===== config.mk =====
export PLATFORM = sky130hd
export DESIGN_NAME = branch_update_scheduler
export DESIGN_NICKNAME = d
export VERILOG_FILES = /design/src/rtl/branch_update_scheduler.sv
export SDC_FILE = /design/constraint.sdc
export NUM_CORES = 1
export LEC_CHECK = 0
export ABC_AREA = 1
export BUFFER_PORTS_ARGS = -buffer_cell sky130_fd_sc_hd__buf_2
export CAP_MARGIN = 20
export CORE_UTILIZATION = 53
export CTS_CLUSTER_SIZE = 28
export DETAILED_ROUTE_END_ITERATION = 8
export HOLD_SLACK_MARGIN = 0.02
export PLACE_DENSITY = 0.77
export SLEW_MARGIN = 20
export SYNTH_ARGS = -nofsm -noshare
export SYNTH_HDL_FRONTEND = slang
export SYNTH_SLANG_ARGS = --single-unit

===== constraint.sdc =====
create_clock -name clk -period 7.16 [get_ports clk]
set_input_delay 1.432 -clock clk [delete_from_list [all_inputs] [get_ports clk]]
set_output_delay 1.432 -clock clk [all_outputs]
set_load 0.02 [all_outputs]

===== src/rtl/branch_update_scheduler.sv =====
// Two-requester branch-update queue feeding the predictor.
// Fair ordering of simultaneous updates via a rotating priority bit.
module branch_update_scheduler #(
  parameter int BW_ADDRESS         = 32,
  parameter int NUM_GLOBAL_HISTORY = 4,
  parameter int DEPTH              = 4
) (
  input  logic                          clk,
  input  logic                          rst_n,

  input  logic                          i_rq0_valid,
  output logic                          o_rq0_ready,
  input  logic [BW_ADDRESS-1:0]         i_rq0_pc,
  input  logic [BW_ADDRESS-1:0]         i_rq0_correct_pc_next,
  input  logic [NUM_GLOBAL_HISTORY-1:0] i_rq0_global_history,
  input  logic                          i_rq0_correct_prediction,

  input  logic                          i_rq1_valid,
  output logic                          o_rq1_ready,
  input  logic [BW_ADDRESS-1:0]         i_rq1_pc,
  input  logic [BW_ADDRESS-1:0]         i_rq1_correct_pc_next,
  input  logic [NUM_GLOBAL_HISTORY-1:0] i_rq1_global_history,
  input  logic                          i_rq1_correct_prediction,

  input  logic                          i_flush,

  output logic                          o_upd_valid,
  input  logic                          i_upd_ready,
  output logic [BW_ADDRESS-1:0]         o_upd_pc,
  output logic [BW_ADDRESS-1:0]         o_upd_correct_pc_next,
  output logic [NUM_GLOBAL_HISTORY-1:0] o_upd_global_history,
  output logic                          o_upd_correct_prediction,

  output logic [$clog2(DEPTH):0]        o_count
);

  localparam int AW = $clog2(DEPTH);
  localparam int CW = AW + 1;
  localparam int EW = 2 * BW_ADDRESS + NUM_GLOBAL_HISTORY + 1;

  logic [EW-1:0] mem_q [DEPTH];

  logic [AW-1:0] head_q, head_d;
  logic [AW-1:0] tail_q, tail_d;
  logic [CW-1:0] count_q, count_d;
  logic          prio_q, prio_d;

  logic [CW-1:0] free;
  logic          rdy0, rdy1;
  logic          acc0, acc1;
  logic          deq;
  logic [1:0]    n_enq;

  logic          wa_en, wb_en;
  logic [AW-1:0] wa_idx, wb_idx;
  logic [EW-1:0] wa_data, wb_data;
  logic [EW-1:0] ent0, ent1;

  assign ent0 = {i_rq0_pc, i_rq0_correct_pc_next,
                 i_rq0_global_history,
                 i_rq0_correct_prediction};
  assign ent1 = {i_rq1_pc, i_rq1_correct_pc_next,
                 i_rq1_global_history,
                 i_rq1_correct_prediction};

  // Space is judged on the registered count only.
  assign free = CW'(DEPTH) - count_q;

  always_comb begin
    rdy0 = 1'b0;
    rdy1 = 1'b0;
    if (rst_n && !i_flush) begin
      unique case (1'b1)
        (free >= CW'(2)): begin
          rdy0 = 1'b1;
          rdy1 = 1'b1;
        end
        (free == CW'(1)): begin
          if (!prio_q) begin
            rdy0 = i_rq0_valid;
            rdy1 = !i_rq0_valid;
          end else begin
            rdy1 = i_rq1_valid;
            rdy0 = !i_rq1_valid;
          end
        end
        default: begin
          rdy0 = 1'b0;
          rdy1 = 1'b0;
        end
      endcase
    end
  end

  assign acc0  = i_rq0_valid & rdy0;
  assign acc1  = i_rq1_valid & rdy1;
  assign n_enq = {1'b0, acc0} + {1'b0, acc1};
  assign deq   = (count_q != '0) & i_upd_ready & !i_flush;

  always_comb begin
    wa_en   = 1'b0;
    wb_en   = 1'b0;
    wa_idx  = tail_q;
    wb_idx  = tail_q + AW'(1);
    wa_data = ent0;
    wb_data = ent1;
    if (acc0 && acc1) begin
      wa_en   = 1'b1;
      wb_en   = 1'b1;
      wa_data = prio_q ? ent1 : ent0;
      wb_data = prio_q ? ent0 : ent1;
    end else if (acc0) begin
      wa_en   = 1'b1;
      wa_data = ent0;
    end else if (acc1) begin
      wa_en   = 1'b1;
      wa_data = ent1;
    end
  end

  always_comb begin
    head_d  = head_q;
    tail_d  = tail_q;
    count_d = count_q;
    prio_d  = prio_q;
    if (i_flush) begin
      head_d  = '0;
      tail_d  = '0;
      count_d = '0;
    end else begin
      head_d  = head_q + AW'(deq);
      tail_d  = tail_q + AW'(n_enq);
      count_d = count_q + CW'(n_enq) - CW'(deq);
      // Rotate only when both competed and one won.
      prio_d  = prio_q ^ (i_rq0_valid & i_rq1_valid
                          & (acc0 | acc1));
    end
  end

  always_ff @(posedge clk or negedge rst_n) begin
    if (!rst_n) begin
      head_q  <= '0;
      tail_q  <= '0;
      count_q <= '0;
      prio_q  <= 1'b0;
    end else begin
      head_q  <= head_d;
      tail_q  <= tail_d;
      count_q <= count_d;
      prio_q  <= prio_d;
    end
  end

  always_ff @(posedge clk) begin
    if (wa_en) mem_q[wa_idx] <= wa_data;
    if (wb_en) mem_q[wb_idx] <= wb_data;
  end

  assign o_rq0_ready = rdy0;
  assign o_rq1_ready = rdy1;
  assign o_upd_valid = (count_q != '0);
  assign o_count     = count_q;
  assign {o_upd_pc, o_upd_correct_pc_next,
          o_upd_global_history,
          o_upd_correct_prediction} = mem_q[head_q];

endmodule

Word-level counts from Yosys, hierarchy flattened
Memories as Yosys holds them, arrays and structs flattened. Index checks and enable logic that the tools add are counted.

Flip-flop bits (word level): 8. Input port bits: 144. Output and inout port bits: 75. Logic and storage cells: 51. Bits in writable memories: 276. Memories kept: 1.

Bitwise gates (word level): 8. Muxes and demuxes: 23. $lt $le $gt $ge: 1. Reductions and logical operators: 6. Add/sub/neg operators: 7. Equal/unequal tests: 1.

Memory list: mem_q (words 4, bits a word 69, rd ports 1, clocked after Yosys merged registers in 0, wr ports 2, line 41) `logic [EW-1:0] mem_q [DEPTH];`.

Operators with widths (count): $mux W69 (6); $mux W1 (12); $and A1 B1 Y1 (6); $mux W2 (2); $pmux W1 S2 (2); $add A3 B2 Y3 (1); $eq A3 B1 Y1 const B (1); $ge A3 B2 Y1 const B (1); $logic_not A1 Y1 (3); $mux W3 (1); $reduce_bool A3 Y1 (1); $sub A3 B1 Y3 (1); $sub A3 B3 Y3 const A (1); $add A1 B1 Y2 (1); $add A2 B1 Y2 (1); $add A2 B1 Y2 const B (1); $add A2 B2 Y2 (1); $logic_and A1 B1 Y1 (2); $or A1 B1 Y1 (1); $xor A1 B1 Y1 (1).

Depth between registers and ports, before layout
Gate-level depths: netlist of run 1.

Depth in word-level cells: 10. Depth in mapped cells: 20. Gate-level depth less buffers: 19.

Least setup slack after synthesis of run 1
No wires, ideal clock.

Path type: input-to-reg. From: in i_flush. To: mem mem_q[3][0] (netlist bit) (enable). Path slack: -1048 ps. Setup time: 598 ps. Data arrival time: 7610 ps. Path buffers: 2. Required time: 6562 ps. Stages on the path: 8. Cells stage by stage: buf_2 > nor2_2 > nand2_2 > nor2_4 > buf_2 > inv_1 > ha_1 > o31ai_1.

RTL lines: start: declaration (line 25) `input logic i_flush,`; end: declaration (line 41).

Final worst setup path of run 1
From: reg head_q[0]. To: out o_upd_pc[17].

Cells in the longest elaborated chain, start to end: 1.

RTL lines: start: declaration (line 43) `logic [AW-1:0] head_q, head_d;`; start signal: assignment (line 142) `head_q <= '0;`; start signal: assignment (line 147) `head_q <= head_d;`; $mem_v2 Z4 W69; end: declaration (line 29) `output logic [BW_ADDRESS-1:0] o_upd_pc,`.

Every way passes these cells.

==> results.txt, run 1 <==
GRT overflow - 0
CP bufs+invs - 3
library cells used by synthesis - 29
DR WL/cell - 20.7 um
Mapped Area - 0.0172 mm^2
Final setup viols - 0
first-pass GRT wire length - 85,100 um
# IOs - 219
Die H - 182 um
max-slew violation count - 0
Clock Tree Buf Depth - 3
TritonCTS clock tree - yes
status - finished clean
Hold EP - prio_q$_DFFE_PN0N_
period utilization - 68.3%
antenna-violating nets left - 0
# Max-Cap Violations - 0
Hold Path Origin - prio_q$_DFFE_PN0N_
Hold Buf Count CTS - 0
crit path kind - reg2out
root buffer cell - clkbuf_16
power density cells - 274 mW/mm^2
Worst Tran Pin Value - 1.17 ns
hpwl dp - 28,900 um
TritonCTS Buffers - 29
WP data required - 5.73 ns
setup bufs post-CTS - 0
post-cts sizing count - 0
power consumption - 0.00533 W
critical path fanouts, max - 85
register area share after synthesis - 49.3%
number of synthesis warnings - 0
arrival time worst endpoint - 3.46 ns
Mean Syn Cell Area - 8.16 um^2
I/O Buffers - 218
clk_skew - 0.0127 ns
vias in the first global route - 16,117
layout cell share with drive strength beyond 1 - 17.6%
Hold Crit Class - reg2reg
R2R cell count - 12
worst reg2reg path startpoint - o_count[0]$_DFF_PN0_
Via density - 6.20
Cell Rows - 65
min cycle time layout - 4.89 ns
initial antenna violation count - 5
Net Count, Synth - 2,266
Hold Crit Depth - 2
FMAX - 205 MHz
Clock Sinks - 284
DIE AREA - 0.0332 mm^2
CP delay by family, top - buffers and inverters
Critical Path Start Type - register
Critical Path Max Stage Delay - 0.75 ns
Synth area leader - edfxtp_1
Detailed Route Iter0 Violations - 1,779
Clk Latency, worst-skew pair - 0.56 ns
RSZ-0062 raised after global routing - no
R2R Setup Slk - 2.75 ns
vias - 16,483
maximum vdd drop - 0.000186 V
largest cells by area after synthesis - edfxtp_1 48%, nand2_1 14%, nand3_1 12%
Mapped Cells - 2,109
#FFs+latches synth - 284
relative slew slack - 22.0%
critical-path cell list - inv_4, buf_4, o21ai_0, o22ai_1, buf_2
Area Growth Syn to Fin - 13.0%
Post-Route WL - 55,100 um
Setup crit end kind - output port
Core Footprint - 0.0317 mm^2
CTS HTree Levels - 1
clk slew on worst S/H paths - 0.06 ns
CP max stage cell - inv_4
Fin. Hold Viols - 0
Pleak - 8.16 nW
largest net degree at the start of global routing - 86
All-Layer GR Usage - 32.9%
reg2reg end - mem_q[3][50]$_DFFE_PP_
number of remaining DRC errors - 0
Synth top area share - 48.2%
Die W - 182 um
initial core utilization - 54.3%
Layout Utilization - 61.3%
Final #Nets - 2,389
Initial DRT Pass Iterations - 6
gpl congestion - 0.787
cells by family after synthesis:
| kind of cell | share of synthesized area, % |
|---|---|
| AO/OA/AOI/OAI | 9.30 |
| XOR/XNOR | 0.204 |
| adder cells (fa/ha/maj) | 0.989 |
| buffers and inverters | 5.71 |
| flip-flops | 49.3 |
| multiplexers | 4.45 |
| AND/OR/NAND/NOR | 30.0 |
Yosys cell counts, drive strengths merged:
master  count
o31ai       4
xnor2       1
clkbuf     84
nor2      152
nor3        1
dfrtp       8
fa          1
nor3b       1
clkinv      1
a21boi      1
nand2     637
mux2       68
buf        67
o22ai     137
inv        95
a21oi       1
xor2        3
and3        1
nand3     418
ha         12
edfxtp    276
o21ai     140
cell usage in the layout (no fill, tap or decap), drive strengths merged:
cell type / n
ha: 12
buf: 243
o21ai: 140
xnor2: 1
a21oi: 1
dfrtp: 8
nor2: 152
xor2: 3
o22ai: 137
mux2: 68
nor3: 1
and3: 1
clkbuf: 47
nor3b: 1
fa: 1
bufinv: 2
diode: 1
nand3: 418
clkinv: 10
a21boi: 1
o31ai: 4
edfxtp: 276
inv: 91
nand2: 637
registers in the layout (all words and copies together), names as in the netlist:
| register | cells |
|---|---|
| o_count | 3 |
| mem_q | 276 |
| head_q | 2 |
| prio_q | 1 |
| tail_q | 2 |
routing by layer:
metal	GRT usage (%)	share of wire, %	vias to the layer above
met4	17.7	4.0	8
met1	41.6	36	7489
met2	53.0	46	1180
met3	7.10	13	231
met5	0	0.083	-
li1	-	-	7575
how the worst max path moves through the flow:
stage                         from                       end  slack, ns  cells after the start
2_1_floorplan              i_flush     mem_q[3][0]$_DFFE_PP_      -1.05                      8
3_3_place_gp                 rst_n    mem_q[3][58]$_DFFE_PP_       2.20                     10
3_5_place_dp                 rst_n    mem_q[3][58]$_DFFE_PP_       2.13                     10
4_1_cts        head_q[0]$_DFF_PN0_              o_upd_pc[17]       2.28                      5
5_1_grt        head_q[0]$_DFF_PN0_  o_upd_correct_pc_next[9]       2.03                      5
6_report       head_q[0]$_DFF_PN0_              o_upd_pc[17]       2.27                      5
power breakdown:
| part | switching (W) | internal [W] |
|---|---|---|
| Combinational | 0.00116 | 0.000492 |
| Sequential | 0.0000780 | 0.00208 |
| Clock | 0.000623 | 0.000891 |
| Total | 0.00187 | 0.00347 |
worst register-to-register path: cells and delay by family, from the launching register on:
kind	cells	cell delay [ns]
DFF	1	0.43
and+or+nand+nor	4	0.44
buffers and inverters	4	1.55
AOI/OAI and AO/OA	1	0.80
adders and majority gates	3	0.86
layout make-up:
| cell class | count | area (um^2) |
|---|---|---|
| Multi-Input combinational cell | 1578 | 7850 |
| Sequential cell | 284 | 8490 |
| Inverter | 96 | 369 |
| Fill cell | 2679 | 12300 |
| Clock inverter | 7 | 86.3 |
| Tap cell | 402 | 503 |
| Timing Repair Buffer | 243 | 1290 |
| Antenna cell | 1 | 2.50 |
| Clock buffer | 47 | 863 |
metrics by stage:
step | hold WS [ns] | instance area [um^2] | setup WS [ns] | std cells | TNS, ns
5_1_grt | 0.701 | 19500 | 2.03 | 2658 | 0
6_report | 0.681 | 19500 | 2.27 | 2658 | 0
3_3_place_gp | 0.671 | 18500 | 2.20 | 2603 | 0
2_1_floorplan | 0.559 | 17200 | -1.05 | 2109 | -285.04
3_5_place_dp | 0.671 | 18500 | 2.13 | 2603 | 0
4_1_cts | 0.681 | 19500 | 2.28 | 2657 | 0
Power figures use the tool's default switching activity.
==> inputs of run 2 (changes only) <==
--- a/config.mk
+++ b/config.mk
@@ -5,7 +5,7 @@
 export SDC_FILE = /design/constraint.sdc
 export NUM_CORES = 1
 export LEC_CHECK = 0
-export ABC_AREA = 1
+export ABC_AREA = 0
 export BUFFER_PORTS_ARGS = -buffer_cell sky130_fd_sc_hd__buf_2
 export CAP_MARGIN = 20
 export CORE_UTILIZATION = 53
==> constraint.sdc (replaced) <==
create_clock -name clk -period 4.4 [get_ports clk]
set_input_delay 0.88 -clock clk [delete_from_list [all_inputs] [get_ports clk]]
set_output_delay 0.88 -clock clk [all_outputs]
set_load 0.02 [all_outputs]
==> results.txt, run 2 <==
max reg flops - 276 (unchanged)
TritonCTS Buffers - 31 (was 29)
post-synthesis adder-cell area fraction - 0.984% (was 0.989%)
Cell Rows - 65 (unchanged)
Mapped Cells - 1,241 (was 2,109)
most common cell after layout, fill and taps aside - a211oi_1 (was nand2_1)
mux contribution to synthesized area - 24.9% (was 4.45%)
largest net degree at the start of global routing - 89 (was 86)
R2R Setup Slk - 0.67 ns (was 2.75 ns)
Int Pwr - 0.00673 W (was 0.00347 W)
Mean Syn Cell Area - 13.9 um^2 (was 8.16 um^2)
Die H - 183 um (was 182 um)
WP data required - 4.65 ns (was 5.73 ns)
number of synthesis warnings - 0 (unchanged)
main flop type after synthesis - edfxtp_1 (unchanged)
Clk pwr share - 21.3% (was 28.4%)
relative slew slack - 28.0% (was 22.0%)
vias - 12,415 (was 16,483)
Post-Synth Simple-Gate Area - 5.21% (was 30.0%)
Critical Path Start Type - register (unchanged)
Worst Tran Pin Value - 1.08 ns (was 1.17 ns)
number of remaining DRC errors - 0 (unchanged)
Mapped Area - 0.0173 mm^2 (was 0.0172 mm^2)
clk slew on worst S/H paths - 0.06 ns (about the same)
worst reg2reg path startpoint - o_count[0]$_DFF_PN0_ (unchanged)
Area Growth Syn to Fin - 14.4% (was 13.0%)
Clock Tree Buf Depth - 3 (unchanged)
period utilization - 84.8%
complex-gate fraction of the synthesized area - 15.9% (was 9.30%)
DIE AREA - 0.0334 mm^2 (was 0.0332 mm^2)
CTS HTree Levels - 1 (unchanged)
number of enable flip-flop cells after synthesis - 276 (unchanged)
most frequent cell after synthesis - a211oi_1 (was nand2_1)
PnR worst setup slack - 0.670 ns (was 2.27 ns)
power density cells - 550 mW/mm^2 (was 274 mW/mm^2)
library cells used by synthesis - 44 (was 29)
register with the most flip-flops - mem_q (unchanged)
RSZ-0062 raised after global routing - no (unchanged)
CP Capture Point - mem_q[1][35]$_DFFE_PP_ (was o_upd_pc[17])
hpwl dp - 27,600 um (was 28,900 um)
vias in the first global route - 12,747 (was 16,117)
maximum vdd drop - 0.000388 V (was 0.000186 V)
Post-Route WL - 46,300 um (was 55,100 um)
max-slew violation count - 0 (unchanged)
Synth Area in XOR/XNOR - 0.586% (was 0.204%)
setup bufs post-CTS - 0 (unchanged)
I/O Buffers - 218 (unchanged)
Detailed Route Iter0 Violations - 980 (was 1,779)
TritonCTS clock tree - yes (unchanged)
Clock Sinks - 284 (unchanged)
asr flop ratio synth - 2.82% (unchanged)
Die W - 183 um (was 182 um)
Pleak - 7.26 nW (was 8.16 nW)
first-pass GRT wire length - 71,100 um (was 85,100 um)
post-cts sizing count - 0 (unchanged)
gpl congestion - 0.810 (was 0.787)
Synth area leader - edfxtp_1 (unchanged)
Synth top area share - 47.9% (was 48.2%)
sw frac - 38.2% (was 35.0%)
FMAX - 268 MHz
synth cell count leaders - 331 x a211oi_1, 276 x edfxtp_1, 275 x mux2i_1 (was 626 x nand2_1, 407 x nand3_1, 276 x edfxtp_1)
critical path fanouts, max - 41 (was 85)
# Max-Cap Violations - 0 (unchanged)
min cycle time layout - 3.73 ns
Fin. Hold Viols - 0 (unchanged)
status - finished clean (unchanged)
initial core utilization - 54.4% (was 54.3%)
R2R cell count - 13 (was 12)
#FFs+latches synth - 284 (unchanged)
clk_skew - 0.00954 ns (was 0.0127 ns)
pre-CTS setup slack - 0.636 ns (was 2.13 ns)
net load switching power - 0.00416 W (was 0.00187 W)
antenna-violating nets left - 0 (unchanged)
register area share after synthesis - 49.1% (was 49.3%)
largest cells by area after synthesis - edfxtp_1 48%, mux2i_1 16%, a211oi_1 14% (was edfxtp_1 48%, nand2_1 14%, nand3_1 12%)
Net Count, Synth - 1,398 (was 2,266)
crit path launch - o_count[0]$_DFF_PN0_ (was head_q[0]$_DFF_PN0_)
Setup crit end kind - register (was output port)
layout cell share with drive strength beyond 1 - 32.5% (was 17.6%)
Via density - 6.62 (was 6.20)
most frequent cells in the layout - 331 x a211oi_1, 276 x edfxtp_1, 275 x mux2i_1 (was 624 x nand2_1, 407 x nand3_1, 276 x edfxtp_1)
All-Layer GR Usage - 27.7% (was 32.9%)
main combinational cell family by area after synthesis - multiplexers (was simple AND/OR/NAND/NOR gates)
Hold Buf Count CTS - 0 (unchanged)
Hold Crit Class - in2async (was reg2reg)
sequential group share of total power - 33.6% (was 40.5%)
GRT overflow - 0 (unchanged)
Clk Latency, worst-skew pair - 0.55 ns (was 0.56 ns)
crit path kind - reg2reg (was reg2out)
Final setup viols - 0 (unchanged)
reg2reg end - mem_q[1][35]$_DFFE_PP_ (was mem_q[3][50]$_DFFE_PP_)
combinational fraction of design power - 45.1% (was 31.1%)
Core Footprint - 0.0318 mm^2 (was 0.0317 mm^2)
Final #Nets - 1,566 (was 2,389)
Fin Setup TNS - 0 ns (unchanged)
DR WL/cell - 24.7 um (was 20.7 um)
arrival time worst endpoint - 3.98 ns (was 3.46 ns)
root buffer cell - clkbuf_16 (unchanged)
Initial DRT Pass Iterations - 5 (was 6)
# IOs - 219 (unchanged)
initial antenna violation count - 16 (was 5)
[run 2: cell count changes in the layout (fill, tap and decap cells not counted), moves of 138 or more]
cell      previous run  this run
o21ai_0            140         2
nand3_1            407         2
nor2_1             146         6
mux2i_1              0       275
nand2_1            624         7
a211oi_1             0       331
[run 2: power groups by stage]
stage / sequential, W / combinational [W] / clock, W
final: 0.00366 / 0.00491 / 0.00232
after floorplan: 0.00362 / 0.00357 / 0
after CTS: 0.00367 / 0.00489 / 0.00233
after global routing: 0.00370 / 0.00517 / 0.00244
after global placement: 0.00370 / 0.00482 / 0
after detailed placement: 0.00372 / 0.00486 / 0
[run 2: final cells by class]
type,instances,area (um^2)
fillers,2400,12000
clock buffers,36,795
inverters,12,45.0
clock inverters,19,82.6
well taps,435,544
diodes,10,25.0
flip-flops and latches,284,8500
multi-input cells,829,8360
repair buffers,251,1440
[run 2: cell families (layout without fill, tap and decap cells)]
| family | count (synthesis) | in the layout |
|---|---|---|
| buf+inv | 128 | 318 |
| fa+ha+maj | 13 | 13 |
| flops | 284 | 284 |
| xor+xnor | 9 | 9 |
| mux | 344 | 344 |
| simple gates | 106 | 106 |
| compound gates | 357 | 357 |
| other cells | 0 | 10 |
[run 2: critical path, cell delays in order, from the launching register on]
cell      delay, ns
dfrtp_2        0.39
inv_2          0.05
ha_1           0.19
ha_1           0.27
or3b_4         0.42
a21oi_1        0.14
or3b_4         0.17
inv_2          0.04
ha_4           0.16
inv_1          0.20
nand2b_4       0.34
buf_12         0.30
a211oi_1       0.57
a211oi_1       0.14
[run 2: worst min path at each step]
stage,end,cells past startpoint,slack [ns],startpoint
after floorplan,head_q[0]$_DFF_PN0_,0,0.58,rst_n
after global placement,o_count[0]$_DFF_PN0_,2,0.66,o_count[0]$_DFF_PN0_
after detailed placement,o_count[0]$_DFF_PN0_,2,0.66,o_count[0]$_DFF_PN0_
after CTS,prio_q$_DFFE_PN0N_,1,0.19,rst_n
after global routing,o_count[2]$_DFF_PN0_,1,0.19,rst_n
final,prio_q$_DFFE_PN0N_,1,0.20,rst_n
[run 2: through the flow]
stage	utilization [%]	std cells	hold WS (ns)	total power (W)	cell area [um^2]
after floorplan	-	1241	0.578	0.00719	17400
after global placement	59.4	1811	0.657	0.00852	18900
final	62.2	1876	0.200	0.0109	19800
after global routing	62.2	1873	0.193	0.0113	19800
after detailed placement	59.4	1811	0.661	0.00858	18900
after CTS	62.2	1866	0.190	0.0109	19800
[run 2: layer usage]
| metal | vias to the layer above | GRT usage, % | part of all wire, % |
|---|---|---|---|
| li1 | 5590 | - | - |
| met3 | 111 | 5.55 | 7.7 |
| met5 | - | 0 | 0.21 |
| met2 | 487 | 46.1 | 49 |
| met4 | 14 | 11.6 | 3.2 |
| met1 | 6213 | 35.2 | 40 |
==> inputs of run 3 (changes only) <==
==> constraint.sdc (replaced) <==
create_clock -name clk -period 3.31 [get_ports clk]
set_input_delay 0.662 -clock clk [delete_from_list [all_inputs] [get_ports clk]]
set_output_delay 0.662 -clock clk [all_outputs]
set_load 0.02 [all_outputs]
==> results.txt, run 3 (synthesis results as in run 2) <==
GRT overflow - 0 (unchanged)
setup bufs post-CTS - 0 (unchanged)
Area Growth Syn to Fin - 17.3% (was 14.4%)
CTS HTree Levels - 1 (unchanged)
CP delay by family, top - compound AO/OA/AOI/OAI gates (was simple AND/OR/NAND/NOR gates)
Detailed Route Iter0 Violations - 1,091 (was 980)
cell area after placement - 0.0192 mm^2 (was 0.0189 mm^2)
TritonCTS clock tree - yes (unchanged)
WP data required - 3.59 ns (was 4.65 ns)
Critical Path Max Stage Delay - 0.55 ns (was 0.57 ns)
largest net degree at the start of global routing - 177 (was 89)
Cell Rows - 65 (unchanged)
vias - 12,472 (was 12,415)
crit path kind - reg2reg (unchanged)
maximum vdd drop - 0.000651 V (was 0.000388 V)
Fin Hold WS - 0.0516 ns (was 0.200 ns)
antenna-violating nets left - 0 (unchanged)
Die W - 183 um (unchanged)
Reg area - 0.00850 mm^2 (unchanged)
Critical Path Start Type - register (unchanged)
Worst Tran Pin Value - 0.955 ns (was 1.08 ns)
Core Footprint - 0.0318 mm^2 (unchanged)
vias in the first global route - 12,654 (was 12,747)
CP bufs+invs - 4 (unchanged)
Worst path most repeated cell - ha_4
I/O Buffers - 218 (unchanged)
Clock Tree Buf Depth - 3 (unchanged)
Initial DRT Pass Iterations - 5 (unchanged)
arrival time worst endpoint - 3.50 ns (was 3.98 ns)
power density cells - 751 mW/mm^2 (was 550 mW/mm^2)
clk slew on worst S/H paths - 0.06 ns (about the same)
RSZ-0062 raised after global routing - yes (was no)
Fin. Hold Viols - 0 (unchanged)
relative slew slack - 36.3% (was 28.0%)
Final #Nets - 1,582 (was 1,566)
Final Cell Area - 0.0203 mm^2 (was 0.0198 mm^2)
Die H - 183 um (unchanged)
register with the most flip-flops - mem_q (unchanged)
Post-Route WL - 46,500 um (was 46,300 um)
number of remaining DRC errors - 0 (unchanged)
TritonCTS Buffers - 31 (unchanged)
root buffer cell - clkbuf_16 (unchanged)
most common cell after layout, fill and taps aside - a211oi_1 (unchanged)
initial core utilization - 54.4% (unchanged)
# Max-Cap Violations - 0 (unchanged)
FMAX - 310 MHz (was 268 MHz)
max-slew violation count - 0 (unchanged)
critical-path cell list - inv_2, ha_4, ha_4, or3b_4, a21oi_2, or3b_4, inv_2, ha_4, inv_1, nand2b_4, buf_4, a211oi_1, a211oi_1 (was inv_2, ha_1, ha_1, or3b_4, a21oi_1, or3b_4, inv_2, ha_4, inv_1, nand2b_4, buf_12, a211oi_1, a211oi_1)
first-pass GRT wire length - 70,600 um (was 71,100 um)
Final setup viols - 0 (unchanged)
layout cell share with drive strength beyond 1 - 33.9% (was 32.5%)
DIE AREA - 0.0334 mm^2 (unchanged)
initial antenna violation count - 16 (unchanged)
clk_skew - 0.00747 ns (was 0.00954 ns)
Hold Crit Class - in2async (unchanged)
max reg flops - 276 (unchanged)
most frequent cells in the layout - 328 x a211oi_1, 276 x edfxtp_1, 275 x mux2i_1 (was 331 x a211oi_1, 276 x edfxtp_1, 275 x mux2i_1)
gpl congestion - 0.831 (was 0.810)
status - finished clean (unchanged)
CP max stage cell - a211oi_1 (unchanged)
Setup crit end kind - register (unchanged)
Pleak - 7.46 nW (was 7.26 nW)
Via density - 6.60 (was 6.62)
# IOs - 219 (unchanged)
period utilization - 97.5% (was 84.8%)
Clk Latency, worst-skew pair - 0.56 ns (was 0.55 ns)
Fill cells - 2,342 (was 2,400)
Hold Buf Count CTS - 0 (unchanged)
multi-input logic area - 0.00840 mm^2 (was 0.00836 mm^2)
All-Layer GR Usage - 27.5% (was 27.7%)
Clock Sinks - 284 (unchanged)
critical path fanouts, max - 34 (was 41)
DR WL/cell - 24.6 um (was 24.7 um)
min cycle time layout - 3.23 ns (was 3.73 ns)
hpwl dp - 28,500 um (was 27,600 um)
-- run 3: cell types whose count changed in the layout (fill, tap and decap cells not counted), sizes merged --
cell	delta
buf	+16
bufinv	+5
clkinv	-3
diode	-3
-- run 3: where the power goes --
part / switching [W] / internal [W] / total, W / leakage (nW)
Clock: 0.00139 / 0.00209 / 0.00348 / 0.505
Combinational: 0.00406 / 0.00289 / 0.00695 / 4.35
Sequential: 0.000195 / 0.00462 / 0.00482 / 2.61
Total: 0.00564 / 0.00960 / 0.0152 / 7.46
-- run 3: cell type report --
class	instances	share of cell area, %
diodes	7	0.0863
clock buffers	36	3.92
clock inverters	21	1.09
inverters	12	0.222
multi-input cells	829	41.4
flip-flops and latches	284	41.9
well taps	435	2.68
repair buffers	267	8.69
-- run 3: metrics by stage --
stage | utilization (%) | power (W) | setup TNS, ns | setup slack (ns) | cells
2_1_floorplan | - | 0.00960 | -146.80 | -0.966 | 1241
3_3_place_gp | 60.5 | 0.0117 | 0 | 0.157 | 1827
3_5_place_dp | 60.5 | 0.0118 | 0 | 0.00332 | 1827
4_1_cts | 63.7 | 0.0152 | 0 | 0.0469 | 1884
5_1_grt | 63.8 | 0.0158 | -3.37 | -0.0961 | 1891
6_report | 63.8 | 0.0152 | 0 | 0.0818 | 1891
-- run 3: timing repair --
action / 4_1_cts / 5_1_grt
gates resized for setup: 1 / 3
cloned: 0 / 0
setup endpoints to repair: 1 / 97
-- run 3: final timing paths --
check | startpoint | end | slack, ns | cells past startpoint
setup / recovery | o_count[1]$_DFF_PN0_ | mem_q[0][53]$_DFFE_PP_ | 0.08 | 13
hold / removal | rst_n | tail_q[0]$_DFF_PN0_ | 0.05 | 2
setup reg to reg | o_count[1]$_DFF_PN0_ | mem_q[0][53]$_DFFE_PP_ | 0.08 | 13
hold reg to reg | o_count[2]$_DFF_PN0_ | o_count[2]$_DFF_PN0_ | 0.67 | 3
max in group asynchronous | rst_n | head_q[0]$_DFF_PN0_ | 3.10 | 2
min in group clk | i_rq1_pc[30] | mem_q[1][67]$_DFFE_PP_ | 0.45 | 3
-- run 3: worst reg2reg max path: cells and delay by family, from the launching register on --
| family | cells | cell delay (ns) |
|---|---|---|
| flip-flops | 1 | 0.40 |
| buffers and inverters | 4 | 0.52 |
| adder cells (fa/ha/maj) | 3 | 0.60 |
| AND/OR/NAND/NOR | 3 | 0.63 |
| AO/OA/AOI/OAI | 3 | 0.80 |
-- run 3: per-layer routing --
metal	wire (um)	vias up	track usage, %
met2	23100	548	47.1
met5	87	-	0
met4	1230	16	11.1
met3	4030	110	5.45
met1	18000	6175	34.2
li1	-	5623	-
